[config.mk]
export PLATFORM = sky130hd
export DESIGN_NAME = fd_delay_line_programmer
export DESIGN_NICKNAME = d
export VERILOG_FILES = /design/src/rtl/fd_dly_pkg.sv /design/src/rtl/fd_rr_arbiter.sv /design/src/rtl/fd_delay_line_programmer.sv
export SDC_FILE = /design/constraint.sdc
export NUM_CORES = 1
export LEC_CHECK = 0
export CORE_MARGIN = 2
export CORE_UTILIZATION = 35
export CTS_CLUSTER_SIZE = 14
export DETAILED_ROUTE_END_ITERATION = 10
export GPL_ROUTABILITY_DRIVEN = 0
export GPL_TIMING_DRIVEN = 1
export PLACE_DENSITY = 0.59
export SLEW_MARGIN = 5
export SYNTH_ARGS = -nofsm -noshare
export SYNTH_HDL_FRONTEND = slang
export SYNTH_SLANG_ARGS = --single-unit
[constraint.sdc]
create_clock -name clk_sys_i -period 3.4 [get_ports clk_sys_i]
set_clock_uncertainty 0.05 [all_clocks]
set_input_delay 0.68 -clock clk_sys_i [delete_from_list [all_inputs] [get_ports clk_sys_i]]
set_output_delay 0.68 -clock clk_sys_i [all_outputs]
set_load 0.03 [all_outputs]
[src/rtl/fd_dly_pkg.sv]
// Shared types and constants for the MC100EP195 delay-line programmer.
// Holds the delay word width, the word type, the sequencer states and a phase-width helper.
package fd_dly_pkg;

  localparam int c_DLY_WIDTH = 10;

  typedef logic [c_DLY_WIDTH-1:0] t_dly_word;

  typedef enum logic [1:0] {
    IDLE,
    SETUP,
    LATCH,
    HOLD
  } t_prog_state;

  // The phase counter only has to reach the longest of the three timed phases.
  function automatic int f_phase_width(input int a, input int b, input int c);
    int m;
    m = a;
    if (b > m) m = b;
    if (c > m) m = c;
    return (m > 1) ? $clog2(m) : 1;
  endfunction

endpackage

[src/rtl/fd_rr_arbiter.sv]
// Round-robin arbiter: one-hot grant from a request vector.
// The search starts at the channel after the last advanced grant.
module fd_rr_arbiter #(
  parameter int g_width = 4
) (
  input  logic               clk_i,
  input  logic               rst_i,
  input  logic [g_width-1:0] req_i,
  input  logic               adv_i,
  output logic [g_width-1:0] gnt_o
);

  localparam int c_PTR_W = (g_width > 1) ? $clog2(g_width) : 1;

  logic [c_PTR_W-1:0] r_ptr;
  logic [c_PTR_W-1:0] w_idx;
  logic [c_PTR_W-1:0] w_next_ptr;
  logic               w_found;

  always_comb begin
    gnt_o   = '0;
    w_found = 1'b0;
    w_idx   = '0;
    for (int i = 0; i < g_width; i++) begin
      w_idx = c_PTR_W'((int'(r_ptr) + i) % g_width);
      if (!w_found && req_i[w_idx]) begin
        gnt_o[w_idx] = 1'b1;
        w_found      = 1'b1;
      end
    end
  end

  always_comb begin
    w_next_ptr = r_ptr;
    for (int i = 0; i < g_width; i++) begin
      if (gnt_o[i]) w_next_ptr = c_PTR_W'((i + 1) % g_width);
    end
  end

  always_ff @(posedge clk_i) begin
    if (rst_i) begin
      r_ptr <= '0;
    end else if (adv_i) begin
      r_ptr <= w_next_ptr;
    end
  end

endmodule

[src/rtl/fd_delay_line_programmer.sv]
// Programs MC100EP195-class delay chips over a shared 10-bit bus with per-chip LEN strobes.
// Optional macro FD_DLY_READBACK_EN adds cur_dly_o, a per-channel shadow of committed values.
module fd_delay_line_programmer
  import fd_dly_pkg::*;
#(
  parameter int g_num_channels = 4,
  parameter int g_setup_cycles = 2,
  parameter int g_len_cycles   = 3,
  parameter int g_hold_cycles  = 2
) (
  input  logic                                  clk_sys_i,
  input  logic                                  rst_i,
  input  logic [g_num_channels-1:0]             req_i,
  input  logic [c_DLY_WIDTH*g_num_channels-1:0] req_value_i,
  output logic [g_num_channels-1:0]             ack_o,
  output logic                                  busy_o,
  output logic [c_DLY_WIDTH-1:0]                dly_o,
  output logic [g_num_channels-1:0]             len_o
`ifdef FD_DLY_READBACK_EN
  ,
  output logic [c_DLY_WIDTH*g_num_channels-1:0] cur_dly_o
`endif
);

  localparam int c_PH_W = f_phase_width(g_setup_cycles, g_len_cycles, g_hold_cycles);

  t_prog_state               r_state;
  logic [c_PH_W-1:0]         r_phase;
  logic [g_num_channels-1:0] r_pending;
  t_dly_word                 r_pend_val [g_num_channels];
  logic [g_num_channels-1:0] r_gnt_oh;
  t_dly_word                 r_dly;
  logic [g_num_channels-1:0] r_len;
  logic [g_num_channels-1:0] r_ack;

  logic [g_num_channels-1:0] w_grant;
  logic                      w_advance;
  t_dly_word                 w_gnt_val;
  logic                      w_setup_done;
  logic                      w_latch_done;
  logic                      w_hold_done;

  assign w_advance    = (r_state == IDLE) && (|r_pending);
  assign w_setup_done = (r_state == SETUP) && (r_phase == c_PH_W'(g_setup_cycles - 1));
  assign w_latch_done = (r_state == LATCH) && (r_phase == c_PH_W'(g_len_cycles - 1));
  assign w_hold_done  = (r_state == HOLD)  && (r_phase == c_PH_W'(g_hold_cycles - 1));

  fd_rr_arbiter #(
    .g_width (g_num_channels)
  ) u_arb (
    .clk_i (clk_sys_i),
    .rst_i (rst_i),
    .req_i (r_pending),
    .adv_i (w_advance),
    .gnt_o (w_grant)
  );

  always_comb begin
    w_gnt_val = '0;
    for (int i = 0; i < g_num_channels; i++) begin
      if (w_grant[i]) w_gnt_val = w_gnt_val | r_pend_val[i];
    end
  end

  // A strobe in the grant cycle lands after the clear, so it becomes a fresh pending entry.
  always_ff @(posedge clk_sys_i) begin
    if (rst_i) begin
      r_pending <= '0;
      for (int i = 0; i < g_num_channels; i++) r_pend_val[i] <= '0;
    end else begin
      for (int i = 0; i < g_num_channels; i++) begin
        if (w_advance && w_grant[i]) r_pending[i] <= 1'b0;
        if (req_i[i]) begin
          r_pending[i]  <= 1'b1;
          r_pend_val[i] <= req_value_i[i*c_DLY_WIDTH +: c_DLY_WIDTH];
        end
      end
    end
  end

  always_ff @(posedge clk_sys_i) begin
    if (rst_i) begin
      r_state  <= IDLE;
      r_phase  <= '0;
      r_gnt_oh <= '0;
      r_dly    <= '0;
      r_len    <= '0;
      r_ack    <= '0;
    end else begin
      r_ack <= '0;
      case (r_state)
        IDLE: begin
          if (w_advance) begin
            r_gnt_oh <= w_grant;
            r_dly    <= w_gnt_val;
            r_phase  <= '0;
            r_state  <= SETUP;
          end
        end
        SETUP: begin
          if (w_setup_done) begin
            r_phase <= '0;
            r_len   <= r_gnt_oh;
            r_state <= LATCH;
          end else begin
            r_phase <= r_phase + 1'b1;
          end
        end
        LATCH: begin
          if (w_latch_done) begin
            r_phase <= '0;
            r_len   <= '0;
            r_state <= HOLD;
          end else begin
            r_phase <= r_phase + 1'b1;
          end
        end
        HOLD: begin
          if (w_hold_done) begin
            r_phase <= '0;
            r_ack   <= r_gnt_oh;
            r_state <= IDLE;
          end else begin
            r_phase <= r_phase + 1'b1;
          end
        end
        default: begin
          r_phase <= '0;
          r_len   <= '0;
          r_state <= IDLE;
        end
      endcase
    end
  end

  assign ack_o  = r_ack;
  assign len_o  = r_len;
  assign dly_o  = r_dly;
  assign busy_o = (r_state != IDLE) || (|r_pending);

`ifdef FD_DLY_READBACK_EN
  logic [c_DLY_WIDTH*g_num_channels-1:0] r_cur_dly;

  // Shadow commits on the same edge that raises ack, so it is readable from the ack cycle.
  always_ff @(posedge clk_sys_i) begin
    if (rst_i) begin
      r_cur_dly <= '0;
    end else if (w_hold_done) begin
      for (int i = 0; i < g_num_channels; i++) begin
        if (r_gnt_oh[i]) r_cur_dly[i*c_DLY_WIDTH +: c_DLY_WIDTH] <= r_dly;
      end
    end
  end

  assign cur_dly_o = r_cur_dly;
`endif

endmodule

==> reports/metrics.cfg <==
[placement]
numPortBuffers = 64
place_ws_ns = 0.516
hpwlAfterDp_mm = 5.49

[synth]
async_reset_ff_share_pct = 0
synth_cell_type_count = 42
syn-instance-count = 305
syn_area_um2 = 3360
synth_compound_area_share_pct = 17.1
ys.flop_type = edfxtp_1
synth-seq-area-share_pct = 54.7
synth_top_family_by_area = simple AND/OR/NAND/NOR gates
ys_ff_latch = 72
synth-edff-count = 40
synth_area_per_cell_um2 = 11.0
synthSimpleGateAreaFrac_pct = 17.5
synth_fp_nets = 361
yosysTopAreaCell = edfxtp_1
synthMuxAreaShare_pct = 2.98
yosys_warnings = 0
synth_xor_area_share_pct = 0
post_synth_fa_ha_maj_area_fraction_pct = 3.72
synth_area_leaders = edfxtp_1, dfxtp_1, and2_1
synth_top_area_share_pct = 35.7

[routing]
wirelength_mm = 7.54
drt_pre_antenna_iters = 4
vias = 2552
drt_iter0_drc = 121
ant_nets = 0
drcViolationCount = 0
viasPerCell = 5.10
wire_per_inst_um = 15.1

[timing]
fin_crit_ns = 2.99
maxSlewViolCount = 0
rsz0062_at_grt = no
layout_setup_ws_ns = 0.414
worst_pin_slew_ns = 1.12
tns_ns = 0
fin_crit_sh_pct = 87.8
max_slew_margin_pct = 24.8
fmaxAchievable_ghz = 0.335
timing_hold_violations_final = 0
setup_viol = 0

[min_path]
hp-start = len_o[3]
hold_end = len_o[3]
hold_path_depth = 2
hp-class = reg2reg

[die]
die_y_um = 102
core_area_um2 = 9280
die_area_um2 = 10400
io_pins = 65
die_w_um = 102
start_util_pct = 36.2
rows = 35

[job]
maxCapViolations = 0

[pwr]
pwr_density_cell_nw_per_um2 = 817
vdd_ir_drop_max_mv = 0.339
leakage_nw = 1.62

[cts]
clock-sinks = 72
cts_tree = yes
hold_buffers = 0
cts_buffers = 9
clock_latency_ns = 0.34
ctsResizeCount = 0
cts_root_buf = clkbuf_8
cts.clk_slew.worst_paths_ns = 0.08
cts.htree.levels = 3
cts_max_path_buffers = 2
cts_setup_buffers = 0

[critical_path]
startpoint_type = flop
crit_buf_inv = 1
rrSetupSlack_ns = 0.41
worstSetupEndpointType = flop
critical_path.max_stage_delay_ns = 0.86
crit_type = reg2reg
cp_max_fo = 14
path_delay_family = compound AO/OA/AOI/OAI gates
critPathArrivalTime_ns = 3.19
r2r-end = u_arb.r_ptr[0]
cp_slowest_cell = o21ai_1
startpoint = u_arb.r_ptr[0]
r2r_start = u_arb.r_ptr[0]
ff2ff_path_depth = 7
path_cells = inv_1 -> ha_1 -> mux4_2 -> a21oi_1 -> o21ai_1 -> a311oi_1 -> a211oi_1
cp.required_ns = 3.61

[global_routing]
antenna_found_initial = 0
grt_util_all_layers_pct = 15.1
top_usage_layer = met2
met3_usage_pct = 3.49
met2_usage_pct = 24.7
use_met1_pct = 19.5
grt_pass1_vias = 2417
grt_max_degree = 22
grt_pass1_wl_mm = 12.0
overflow = 0

[cells_and_area]
nets = 422
syn_to_final_growth_pct = 28.8
insertedDiodeCount = 0
drive_above_1_share_pct = 8.63
fillers = 892

[status]
status = completed

## final cells by class
type	count	area [µm²]	share of cell area, %
clock buffers	9	124	2.86
clock inverters	7	103	2.37
inverters	14	52.6	1.21
multi-input cells	202	1390	32.0
flip-flops and latches	72	1840	42.5
well taps	129	161	3.73
repair buffers	67	663	15.3
## where the power goes
group,total (W),internal (W),leakage (nW),switching [W]
Sequential,0.00119,0.00107,0.693,0.000121
Combinational,0.00158,0.000603,0.810,0.000982
Clock,0.000766,0.000423,0.116,0.000342
Total,0.00354,0.00210,1.62,0.00145
## metrics by stage
step	instance area, µm²	hold slack (ns)	utilization, %	cells	power [W]
final	4330	0.406	46.7	500	0.00354
after global routing	4330	0.444	46.7	500	0.00377
after CTS	4330	0.415	46.7	500	0.00354
after detailed placement	4110	0.402	44.2	484	0.00278
after global placement	4110	0.392	44.2	484	0.00278
after floorplan	3360	0.395	-	305	0.00237
## cell families after synthesis
logic type / after synthesis
AOI/OAI and AO/OA: 85
adders and majority gates: 10
buffers and inverters: 31
DFF: 72
muxes: 5
and+or+nand+nor: 102
## per-layer routing
| layer | vias up | wire [µm] |
|---|---|---|
| met2 | 97 | 3720 |
| met1 | 1196 | 3260 |
| met3 | 15 | 398 |
| met4 | 0 | 163 |
| met5 | - | 0 |
| li1 | 1244 | - |
## cells in the mapped netlist (2+ instances only)
library cell  instances
a21o_1                2
nand2b_1              2
nand2_1              11
a22oi_1              13
o21bai_1             10
dfxtp_1              32
and2_1               44
a31oi_1              13
nor4_1                2
mux4_2                4
a21oi_1              25
o21ai_0               4
a211o_1               3
nor2_1               13
o211ai_2              2
a211oi_1              3
edfxtp_1             40
buf_2                 3
nand3b_1              2
ha_1                 10
or2_2                 5
nand4_1              15
nor2b_1               3
buf_6                 2
inv_1                14
clkbuf_1             12
## tightest hold or removal path: cells and delay by family (launching register included)
| kind | cells | cell delay [ns] |
|---|---|---|
| AOI/OAI and AO/OA | 1 | 0.05 |
| and+or+nand+nor | 1 | 0.05 |
| DFF | 1 | 0.32 |
## how the worst max path moves through the flow
stage                           to  slack, ns  depth (start not counted)
global placement    u_arb.r_ptr[0]       0.57                          7
floorplan           u_arb.r_ptr[1]       0.97                          8
detailed placement  u_arb.r_ptr[0]       0.52                          7
finish              u_arb.r_ptr[0]       0.41                          7
global route        u_arb.r_ptr[0]       0.19                          7
CTS                 u_arb.r_ptr[0]       0.49                          7
## placed cells by master (no fill, tap or decap), drive strengths merged, types with 4 or more instances in the layout
cell type      count
mux4               4
or2                5
nand2             11
a21oi             25
o21bai            10
dfxtp             32
nor2              13
nand4             15
edfxtp            40
clkdlybuf4s50     64
ha                10
clkbuf             9
inv               17
a22oi             13
a31oi             13
and2              45
o21ai              5
## registers in the layout, summed over array words and instances (netlist names)
name / cells
ack_o: 4
dly_o: 10
len_o: 4
r_gnt_oh: 4
r_pend_val: 40
r_pending: 4
r_phase: 2
r_state: 2
u_arb.r_ptr: 2
(Power assumes the default switching activity.)
